--- config.mk ---
export PLATFORM = sky130hd
export DESIGN_NAME = jtag_tap_confreg_flat
export DESIGN_NICKNAME = d
export VERILOG_FILES = /design/src/rtl/jtag_tap_confreg_if.sv /design/src/rtl/jtag_tap_confreg.sv /design/src/flat_wrapper.sv
export SDC_FILE = /design/constraint.sdc
export NUM_CORES = 1
export LEC_CHECK = 0
export ABC_AREA = 1
export CORE_UTILIZATION = 45
export CTS_CLUSTER_SIZE = 20
export DETAILED_ROUTE_END_ITERATION = 16
export PLACE_DENSITY = 0.7
export RECOVER_POWER = 25
export SKIP_CTS_REPAIR_TIMING = 1
export SLEW_MARGIN = 20
export SYNTH_ARGS = -nofsm -noshare
export SYNTH_HDL_FRONTEND = slang
export SYNTH_SLANG_ARGS = --single-unit
--- constraint.sdc ---
create_clock -name clk_i -period 2.5 [get_ports clk_i]
set_clock_uncertainty 0.2 [all_clocks]
set_input_delay 0.5 -clock clk_i [delete_from_list [all_inputs] [get_ports clk_i]]
set_output_delay 0.5 -clock clk_i [all_outputs]
set_load 0.005 [all_outputs]
--- src/rtl/jtag_tap_confreg_if.sv ---
// JTAG pin bundle between a host-side driver and the TAP responder.
// The host drives TCK/TMS/TDI/TRST and observes TDO and its output enable.
interface jtag_tap_confreg_if;
    logic tck;
    logic trst_n;
    logic tms;
    logic tdi;
    logic tdo;
    logic tdo_en;

    modport master (
        output tck,
        output trst_n,
        output tms,
        output tdi,
        input  tdo,
        input  tdo_en
    );

    modport slave (
        input  tck,
        input  trst_n,
        input  tms,
        input  tdi,
        output tdo,
        output tdo_en
    );
endinterface

--- src/rtl/jtag_tap_confreg.sv ---
// Oversampled JTAG TAP with IDCODE, BYPASS and a configuration register.
// Define JTAG_TAP_CONF_READBACK_EN to capture conf_reg_o on a conf DR scan.
module jtag_tap_confreg #(
    parameter logic [31:0]         IDCODE     = 32'h1000_1DB3,
    parameter int unsigned         IR_WIDTH   = 5,
    parameter int unsigned         CONF_WIDTH = 9,
    parameter logic [IR_WIDTH-1:0] INSTR_CONF = 5'b00110
) (
    input  logic                  clk_i,
    input  logic                  rst_n,
    jtag_tap_confreg_if.slave     jtag,
    output logic [CONF_WIDTH-1:0] conf_reg_o,
    output logic                  conf_upd_o
);

    localparam int unsigned DR_W =
        (CONF_WIDTH > 32) ? CONF_WIDTH : 32;

    localparam logic [IR_WIDTH-1:0] IR_IDCODE  = IR_WIDTH'(1);
    localparam logic [IR_WIDTH-1:0] IR_CAPTURE = IR_WIDTH'(5);

    typedef enum logic [3:0] {
        TLR,
        RTI,
        SEL_DR,
        CAP_DR,
        SH_DR,
        EX1_DR,
        PAUSE_DR,
        EX2_DR,
        UPD_DR,
        SEL_IR,
        CAP_IR,
        SH_IR,
        EX1_IR,
        PAUSE_IR,
        EX2_IR,
        UPD_IR
    } tap_state_e;

    logic [1:0] tck_s_q;
    logic [1:0] tms_s_q;
    logic [1:0] tdi_s_q;
    logic [1:0] trst_s_q;
    logic       tck_dly_q;

    logic tck_rise;
    logic tck_fall;
    logic tms_s;
    logic tdi_s;
    logic trst_s;

    tap_state_e state_q, state_d;

    logic [IR_WIDTH-1:0]   ir_q, ir_d;
    logic [IR_WIDTH-1:0]   ir_sr_q, ir_sr_d;
    logic [DR_W-1:0]       dr_sr_q, dr_sr_d;
    logic [CONF_WIDTH-1:0] conf_q, conf_d;
    logic                  upd_q, upd_d;
    logic                  tdo_q, tdo_d;
    logic                  tdo_en_q, tdo_en_d;

    logic [DR_W-1:0] dr_cap;
    logic [DR_W-1:0] dr_shift;
    logic            sel_idcode;
    logic            sel_conf;

    // Two-flop synchronizers; TCK gets one extra flop for edge detect.
    always_ff @(posedge clk_i or negedge rst_n) begin
        if (!rst_n) begin
            tck_s_q   <= '0;
            tms_s_q   <= '0;
            tdi_s_q   <= '0;
            trst_s_q  <= '0;
            tck_dly_q <= 1'b0;
        end else begin
            tck_s_q   <= {tck_s_q[0], jtag.tck};
            tms_s_q   <= {tms_s_q[0], jtag.tms};
            tdi_s_q   <= {tdi_s_q[0], jtag.tdi};
            trst_s_q  <= {trst_s_q[0], jtag.trst_n};
            tck_dly_q <= tck_s_q[1];
        end
    end

    assign tck_rise = tck_s_q[1] & ~tck_dly_q;
    assign tck_fall = ~tck_s_q[1] & tck_dly_q;
    assign tms_s    = tms_s_q[1];
    assign tdi_s    = tdi_s_q[1];
    assign trst_s   = trst_s_q[1];

    function automatic tap_state_e tap_next(
        input tap_state_e s,
        input logic       tms
    );
        case (s)
            TLR:      tap_next = tms ? TLR    : RTI;
            RTI:      tap_next = tms ? SEL_DR : RTI;
            SEL_DR:   tap_next = tms ? SEL_IR : CAP_DR;
            CAP_DR:   tap_next = tms ? EX1_DR : SH_DR;
            SH_DR:    tap_next = tms ? EX1_DR : SH_DR;
            EX1_DR:   tap_next = tms ? UPD_DR : PAUSE_DR;
            PAUSE_DR: tap_next = tms ? EX2_DR : PAUSE_DR;
            EX2_DR:   tap_next = tms ? UPD_DR : SH_DR;
            UPD_DR:   tap_next = tms ? SEL_DR : RTI;
            SEL_IR:   tap_next = tms ? TLR    : CAP_IR;
            CAP_IR:   tap_next = tms ? EX1_IR : SH_IR;
            SH_IR:    tap_next = tms ? EX1_IR : SH_IR;
            EX1_IR:   tap_next = tms ? UPD_IR : PAUSE_IR;
            PAUSE_IR: tap_next = tms ? EX2_IR : PAUSE_IR;
            EX2_IR:   tap_next = tms ? UPD_IR : SH_IR;
            UPD_IR:   tap_next = tms ? SEL_DR : RTI;
            default:  tap_next = TLR;
        endcase
    endfunction

    assign sel_idcode = (ir_q == IR_IDCODE);
    assign sel_conf   = (ir_q == INSTR_CONF);

    // Chain selected by IR; anything undefined falls back to bypass.
    always_comb begin
        dr_cap   = '0;
        dr_shift = dr_sr_q >> 1;
        unique case (1'b1)
            sel_idcode: begin
                dr_cap       = DR_W'(IDCODE);
                dr_shift[31] = tdi_s;
            end
            sel_conf: begin
`ifdef JTAG_TAP_CONF_READBACK_EN
                dr_cap = DR_W'(conf_q);
`else
                dr_cap = '0;
`endif
                dr_shift[CONF_WIDTH-1] = tdi_s;
            end
            default: begin
                dr_cap      = '0;
                dr_shift    = '0;
                dr_shift[0] = tdi_s;
            end
        endcase
    end

    always_comb begin
        state_d = state_q;
        ir_d    = ir_q;
        ir_sr_d = ir_sr_q;
        dr_sr_d = dr_sr_q;
        conf_d  = conf_q;
        upd_d   = 1'b0;
        tdo_d   = tdo_q;

        if (tck_rise) begin
            state_d = tap_next(state_q, tms_s);
            case (state_q)
                CAP_IR:  ir_sr_d = IR_CAPTURE;
                SH_IR:   ir_sr_d = {tdi_s, ir_sr_q[IR_WIDTH-1:1]};
                CAP_DR:  dr_sr_d = dr_cap;
                SH_DR:   dr_sr_d = dr_shift;
                default: ;
            endcase
            if (state_d == UPD_IR) begin
                ir_d = ir_sr_q;
            end
            if (state_d == UPD_DR && sel_conf) begin
                conf_d = dr_sr_q[CONF_WIDTH-1:0];
                upd_d  = 1'b1;
            end
        end

        if (tck_fall) begin
            case (state_q)
                SH_IR:   tdo_d = ir_sr_q[0];
                SH_DR:   tdo_d = dr_sr_q[0];
                default: ;
            endcase
        end

        // TRST abandons any scan in flight without touching conf.
        if (!trst_s) begin
            state_d = TLR;
            conf_d  = conf_q;
            upd_d   = 1'b0;
        end

        if (state_d == TLR) begin
            ir_d    = IR_IDCODE;
            ir_sr_d = '0;
            dr_sr_d = '0;
        end

        tdo_en_d = (state_d == SH_DR) || (state_d == SH_IR);
    end

    always_ff @(posedge clk_i or negedge rst_n) begin
        if (!rst_n) begin
            state_q  <= TLR;
            ir_q     <= IR_IDCODE;
            ir_sr_q  <= '0;
            dr_sr_q  <= '0;
            conf_q   <= '0;
            upd_q    <= 1'b0;
            tdo_q    <= 1'b0;
            tdo_en_q <= 1'b0;
        end else begin
            state_q  <= state_d;
            ir_q     <= ir_d;
            ir_sr_q  <= ir_sr_d;
            dr_sr_q  <= dr_sr_d;
            conf_q   <= conf_d;
            upd_q    <= upd_d;
            tdo_q    <= tdo_d;
            tdo_en_q <= tdo_en_d;
        end
    end

    assign jtag.tdo    = tdo_q;
    assign jtag.tdo_en = tdo_en_q;
    assign conf_reg_o  = conf_q;
    assign conf_upd_o  = upd_q;

endmodule

--- src/flat_wrapper.sv ---
// flat-port wrapper written by rule: the top's interface ports become plain ports
module jtag_tap_confreg_flat 
#(
    parameter logic [31:0]         IDCODE     = 32'h1000_1DB3,
    parameter int unsigned         IR_WIDTH   = 5,
    parameter int unsigned         CONF_WIDTH = 9,
    parameter logic [IR_WIDTH-1:0] INSTR_CONF = 5'b00110
)
  (clk_i, rst_n, conf_reg_o, conf_upd_o, jtag_tck, jtag_trst_n, jtag_tms, jtag_tdi, jtag_tdo, jtag_tdo_en);
  jtag_tap_confreg_if jtag_i ();
  input  logic clk_i;
  input  logic rst_n;
  output logic [CONF_WIDTH-1:0] conf_reg_o;
  output logic conf_upd_o;
  input wire logic [$bits(jtag_i.tck)-1:0] jtag_tck;
  input wire logic [$bits(jtag_i.trst_n)-1:0] jtag_trst_n;
  input wire logic [$bits(jtag_i.tms)-1:0] jtag_tms;
  input wire logic [$bits(jtag_i.tdi)-1:0] jtag_tdi;
  output wire logic [$bits(jtag_i.tdo)-1:0] jtag_tdo;
  output wire logic [$bits(jtag_i.tdo_en)-1:0] jtag_tdo_en;
  assign jtag_i.tck = jtag_tck;
  assign jtag_i.trst_n = jtag_trst_n;
  assign jtag_i.tms = jtag_tms;
  assign jtag_i.tdi = jtag_tdi;
  assign jtag_tdo = jtag_i.tdo;
  assign jtag_tdo_en = jtag_i.tdo_en;
  jtag_tap_confreg #(.IDCODE(IDCODE), .IR_WIDTH(IR_WIDTH), .CONF_WIDTH(CONF_WIDTH), .INSTR_CONF(INSTR_CONF)) u_core (.clk_i(clk_i), .rst_n(rst_n), .jtag(jtag_i), .conf_reg_o(conf_reg_o), .conf_upd_o(conf_upd_o));
endmodule
==> impl_metrics.yaml, run 1 <==
worst_hold_path:
  hp-start: "u_core.tdi_s_q[0]"
  hp-class: "reg2reg"
  whs_path_depth: 0
  holdPathEnd: "u_core.tdi_s_q[1]"
cells_and_area:
  drive_above_1_share_pct: 18.28
  n_fill_cell: 605
  post-route-cell-area_sq_mm: 0.003540
  n_antenna_cell: 0
  layout_common_cells: "72 x nand2_1, 66 x dfrtp_1, 39 x nor2_1"
  layout_commonest_cell: "nand2_1"
  fin_util_pct: 54.80
  area_delta_synth_final_pct: 15.28
  nets: 373
worst_setup_path:
  cp_common_cell: "nand2_1"
  required_ps: 2590
  criticalPathCategory: "reg2reg"
  cp_cell_sequence: "nor2_1 > nand2_2 > nand2_1 > nand2_1 > nand2_2 > nand3_2 > nor3_2 > nand3_2 > inv_2 > nand2_1 > nand2_1"
  cp-start-kind: "flip-flop"
  reg2reg_setup_slack_ps: 330
  path_delay_family: "simple AND/OR/NAND/NOR gates"
  rr_startpoint: "u_core.state_q[3]"
  reg2reg_depth: 11
  critical-path-max-stage-delay_ps: 450
  r2r_end: "u_core.conf_reg_o[3]"
  crit_buf_inv: 1
  endpoint_kind: "flip-flop"
  path_max_fanout: 16
  slowest_stage: "dfrtp_1"
  worstPathArrival_ps: 2260
synth:
  async_reset_ff_share_pct: 100.0
  syn_inst: 342
  synth_area_sq_mm: 0.003070
  synth-seq-cells: 67
  synth.area.top_cells: "dfrtp_1 54%, nand2_1 8.8%, a22oi_1 7.3%"
  synth_nets: 348
  synth_top_flop_cell: "dfrtp_1"
  synth_edf_count: 0
  netlist.top_cell.by_area: "dfrtp_1"
  ys_seq_area_share_pct: 54.65
  syn_avg_cell_area_sq_um: 8.978
  yosysTopAreaCellShare_pct: 53.79
  ys.warnings.count: 0
  synthDistinctLibCells: 30
power_and_ir_drop:
  pwr-share-clk_pct: 42.4
  switchingPower_mw: 0.5648
  vdd_drop_max_v: 0.0003819
  leakage_nw: 1.717
  p_seq_share_pct: 49.3
  power.internal_mw: 1.702
  p_sw_share_pct: 24.92
  p_comb_share_pct: 8.3
  power_density_mw_per_mm2: 640.4
cts:
  clkTransAtPathRegs_ps: 80
  clkSinkCount: 67
  htreeDepth: 3
  root_buffer: "clkbuf_8"
  clk-insertion-delay-late_ps: 340
  clk_path_buf_depth: 2
  cts_buffers: 9
  cts_tree: "yes"
route:
  dr.pass1.iters: 6
  vias_per_cell: 5.352
  drc_errors: 0
  routedWlPerCell_um: 13.23
  drt-initial-drc-count: 175
  detail-route-antenna-nets: 0
  num_vias: 2403
  drt-total-wl_um: 5941
sta:
  setup_tns_ps: 0
  max_freq_mhz: 461.9
  fin_crit_sh_pct: 86.60
  rsz0062_at_grt: "no"
  setup_violations: 0
  fin_ws_ps: 334.9
  post-route-min-period_ps: 2165
  hold_viol_final: 0
  drv_slew: 0
  whs_ps: 149.5
  worstMarginPinSlew_ps: 951.9
  slew_headroom_pct: 36.54
placement:
  io_buffers: 17
  finalWeightedCongestion: 0.8625
  dpl-instance-area_sq_mm: 0.003324
  dp.final_hpwl_um: 4095
  place_ws_ps: 336.2
floorplanning:
  design.core.area_sq_mm: 0.006459
  die_w_um: 84.60
  die-area_sq_mm: 0.007157
  num_rows: 29
  io_pins: 18
  start_util_pct: 47.54
  die_y_um: 84.60
global_routing:
  antenna_found_initial: 0
  grt_pass1_vias: 2178
  grt_max_degree: 36
  grt_pass1_wl_um: 10200
  track_usage_pct: 18.52
  grt.overflow.total: 0
status:
  status: "finished, final reports clean"
run:
  drv_cap: 0
-- power groups by stage --
stage                     registers, mW  logic (mW)  clock network [mW]
final                              1.12       0.189               0.960
after global routing               1.12       0.214                1.03
after CTS                          1.12       0.194               0.984
after detailed placement           1.14       0.194                   0
after global placement             1.14       0.192                   0
after floorplan                    1.13       0.140                   0
-- sequential cells by signal, summed over array words and instances (netlist names) --
register and cells:
u_core.jtag.tdo 1, u_core.dr_sr_q 32, u_core.trst_s_q 2, u_core.tms_s_q 2, u_core.conf_reg_o 9, u_core.tdi_s_q 2, u_core.jtag.tdo_en 1, u_core.tck_dly_q 1
u_core.ir_sr_q 5, u_core.ir_q 5, u_core.conf_upd_o 1, u_core.tck_s_q 2, u_core.state_q 4
-- layout make-up --
class / count / area [sq um] / share of cell area (%)
multi-input cells: 224 / 1167 / 32.98
clock buffers: 12 / 165.2 / 4.666
well taps: 77 / 96.34 / 2.722
flip-flops and latches: 67 / 1678 / 47.40
repair buffers: 25 / 224.0 / 6.327
inverters: 40 / 152.6 / 4.312
clock inverters: 4 / 56.30 / 1.591
-- cells in the mapped netlist, types with 5 or more instances --
library cell	count
nand2_1	72
o21ai_2	6
o21ai_0	5
nor2_2	11
a21oi_1	8
inv_1	31
nor2_1	39
a22oi_1	30
nand3_1	26
dfrtp_1	66
inv_2	8
-- through the flow --
stage / power, mW / cells
after CTS: 2.295 / 448
after floorplan: 1.275 / 342
after detailed placement: 1.332 / 432
final: 2.267 / 449
after global placement: 1.331 / 432
after global routing: 2.361 / 449
-- worst max path at each step --
stage                                  from                    to  cells past startpoint
after floorplan              u_core.ir_q[0]    u_core.dr_sr_q[13]                      7
after global placement    u_core.state_q[3]     u_core.ir_sr_q[4]                     12
after detailed placement  u_core.state_q[3]     u_core.ir_sr_q[2]                     12
after CTS                 u_core.state_q[3]     u_core.ir_sr_q[2]                     12
after global routing      u_core.state_q[3]  u_core.conf_reg_o[3]                     11
final                     u_core.state_q[3]  u_core.conf_reg_o[3]                     11
-- cells by family (layout without fill, tap and decap cells) --
| logic type | count (synthesis) | count (layout) | synth area share (%) |
|---|---|---|---|
| and+or+nand+nor | 168 | 168 | 25.02 |
| DFF | 67 | 67 | 54.65 |
| AOI/OAI and AO/OA | 55 | 55 | 12.47 |
| buffers and inverters | 51 | 81 | 7.498 |
| muxes | 1 | 1 | 0.3667 |
-- layer usage --
layer  up-vias  wire (um)  global-route usage (%)
met2        59       2694                   27.20
met5         -          0                       0
met3        11        320                   4.720
met4         0         82                   8.320
li1       1174          -                       -
met1      1159       2843                   25.97
(Power assumes the default switching activity.)
==> run 2, diff against run 1 <==
--- a/config.mk
+++ b/config.mk
@@ -10,9 +10,9 @@
 export CTS_CLUSTER_SIZE = 20
 export DETAILED_ROUTE_END_ITERATION = 16
 export PLACE_DENSITY = 0.7
-export RECOVER_POWER = 25
 export SKIP_CTS_REPAIR_TIMING = 1
 export SLEW_MARGIN = 20
 export SYNTH_ARGS = -nofsm -noshare
 export SYNTH_HDL_FRONTEND = slang
 export SYNTH_SLANG_ARGS = --single-unit
+export TNS_END_PERCENT = 20
==> run 2 against run 1 <==
Net effect:
- first-iteration DRC count shrank 7.4%
- sequential share of layout area decreased by 0.22 points
- routed wire length decreased by 0.42%
- die area unchanged
- sequential cell count unchanged
==> impl_metrics.yaml, run 2 (synthesis results as in run 1) <==
sta:
  slew_headroom_pct: 63.80
  fin_crit_sh_pct: 86.51
  worstMarginPinSlew_ps: 543.1
  drv_slew: 0
  setup_tns_ps: 0
  setup_violations: 0
  rsz0062_at_grt: "no"
  max_freq_mhz: 462.4
  post-route-min-period_ps: 2163
  hold_viol_final: 0
worst_setup_path:
  cp_common_cell: "nand2_1"
  r2r_end: "u_core.conf_reg_o[3]"
  worstSetupStartpoint: "u_core.state_q[3]"
  required_ps: 2590
  path_delay_family: "simple AND/OR/NAND/NOR gates"
  slowest_stage: "dfrtp_1"
  crit_buf_inv: 1
  critical-path-max-stage-delay_ps: 450
  path_max_fanout: 16
  endpoint_kind: "flip-flop"
  worstPathArrival_ps: 2260
  reg2reg_setup_slack_ps: 340
  criticalPathCategory: "reg2reg"
  cp_cell_sequence: "nor2_1 > nand2_2 > nand2_1 > nand2_1 > nand2_2 > nand3_2 > nor3_2 > nand3_2 > inv_2 > nand2_1 > nand2_1"
  reg2reg_depth: 11
  rr_startpoint: "u_core.state_q[3]"
  cp-start-kind: "flip-flop"
floorplanning:
  design.core.area_sq_mm: 0.006459
  die-area_sq_mm: 0.007157
  num_rows: 29
  die_w_um: 84.60
  start_util_pct: 47.54
  die_y_um: 84.60
  io_pins: 18
worst_hold_path:
  hp-class: "reg2reg"
  whs_path_depth: 0
  holdPathEnd: "u_core.tdi_s_q[1]"
  hp-start: "u_core.tdi_s_q[0]"
placement:
  dp.final_hpwl_um: 4095
  finalWeightedCongestion: 0.8625
  io_buffers: 17
cells_and_area:
  largest_reg_flops: 32
  n_fill_cell: 605
  fin_util_pct: 55.06
  layout_commonest_cell: "nand2_1"
  area_delta_synth_final_pct: 15.81
  drive_above_1_share_pct: 18.55
  regArea_sq_mm: 0.001678
  n_antenna_cell: 0
  top_register: "u_core.dr_sr_q"
  layout_common_cells: "72 x nand2_1, 66 x dfrtp_1, 39 x nor2_1"
  multi_input_area_sq_mm: 0.001167
  nets: 373
power_and_ir_drop:
  vdd_drop_max_v: 0.0003836
  power_density_mw_per_mm2: 638.7
  leakage_nw: 1.724
global_routing:
  grt_pass1_wl_um: 10200
  track_usage_pct: 18.52
  grt_pass1_vias: 2178
  grt.overflow.total: 0
  antenna_found_initial: 0
  grt_max_degree: 36
route:
  routedWlPerCell_um: 13.18
  vias_per_cell: 5.336
  num_vias: 2396
  drt-total-wl_um: 5916
  drc_errors: 0
  dr.pass1.iters: 6
  drt-initial-drc-count: 162
  detail-route-antenna-nets: 0
cts:
  clkTransAtPathRegs_ps: 80
  cts_tree: "yes"
  htreeDepth: 3
  clk-insertion-delay-late_ps: 350
  cts_buffers: 9
  clkSinkCount: 67
  clk_path_buf_depth: 2
  root_buffer: "clkbuf_8"
run:
  drv_cap: 0
status:
  status: "finished, final reports clean"
[run 2: cell count changes in the layout (fill, tap and decap cells not counted), sizes merged]
cell           change
clkdlybuf4s50      +4
clkbuf             -1
buf                +1
dlygate4sd3        -4
[run 2: worst max-delay path by stage]
| stage | slack, ps | to | depth (start not counted) |
|---|---|---|---|
| floorplan | 650 | u_core.dr_sr_q[13] | 7 |
| global placement | 360 | u_core.ir_sr_q[4] | 12 |
| detailed placement | 340 | u_core.ir_sr_q[2] | 12 |
| CTS | 310 | u_core.ir_sr_q[2] | 12 |
| global route | 70 | u_core.conf_reg_o[3] | 11 |
| finish | 340 | u_core.conf_reg_o[3] | 11 |
[run 2: power by group]
| group | total, mW | internal (mW) | switching [mW] |
|---|---|---|---|
| sequential | 1.12 | 1.10 | 0.0164 |
| combinational | 0.193 | 0.0557 | 0.137 |
| clock | 0.961 | 0.549 | 0.412 |
[run 2: area by class of cell]
type | instances | share of cell area (%)
flip-flops and latches | 67 | 47.19
multi-input cells | 224 | 32.83
repair buffers | 25 | 6.756
clock buffers | 12 | 4.645
inverters | 40 | 4.293
well taps | 77 | 2.709
clock inverters | 4 | 1.583
[run 2: per-layer routing]
metal,part of all wire (%),GRT usage (%),up-vias
li1,-,-,1174
met4,1.7,8.320,0
met3,3.8,4.720,8
met2,45,27.20,46
met5,0,0,-
met1,49,25.97,1168
[run 2: through the flow]
step                hold slack [ps]  worst slack, ps  power [mW]  std cells  instance area (sq um)
global route                  161.2            70.19       2.365        449                   3556
finish                        149.4            337.3       2.271        449                   3556
detailed placement            137.3            336.2       1.332        432                   3324
CTS                          -61.58            313.4       2.295        448                   3546
floorplan                     4.409            647.1       1.275        342                   3070
global placement              131.5            363.5       1.331        432                   3324
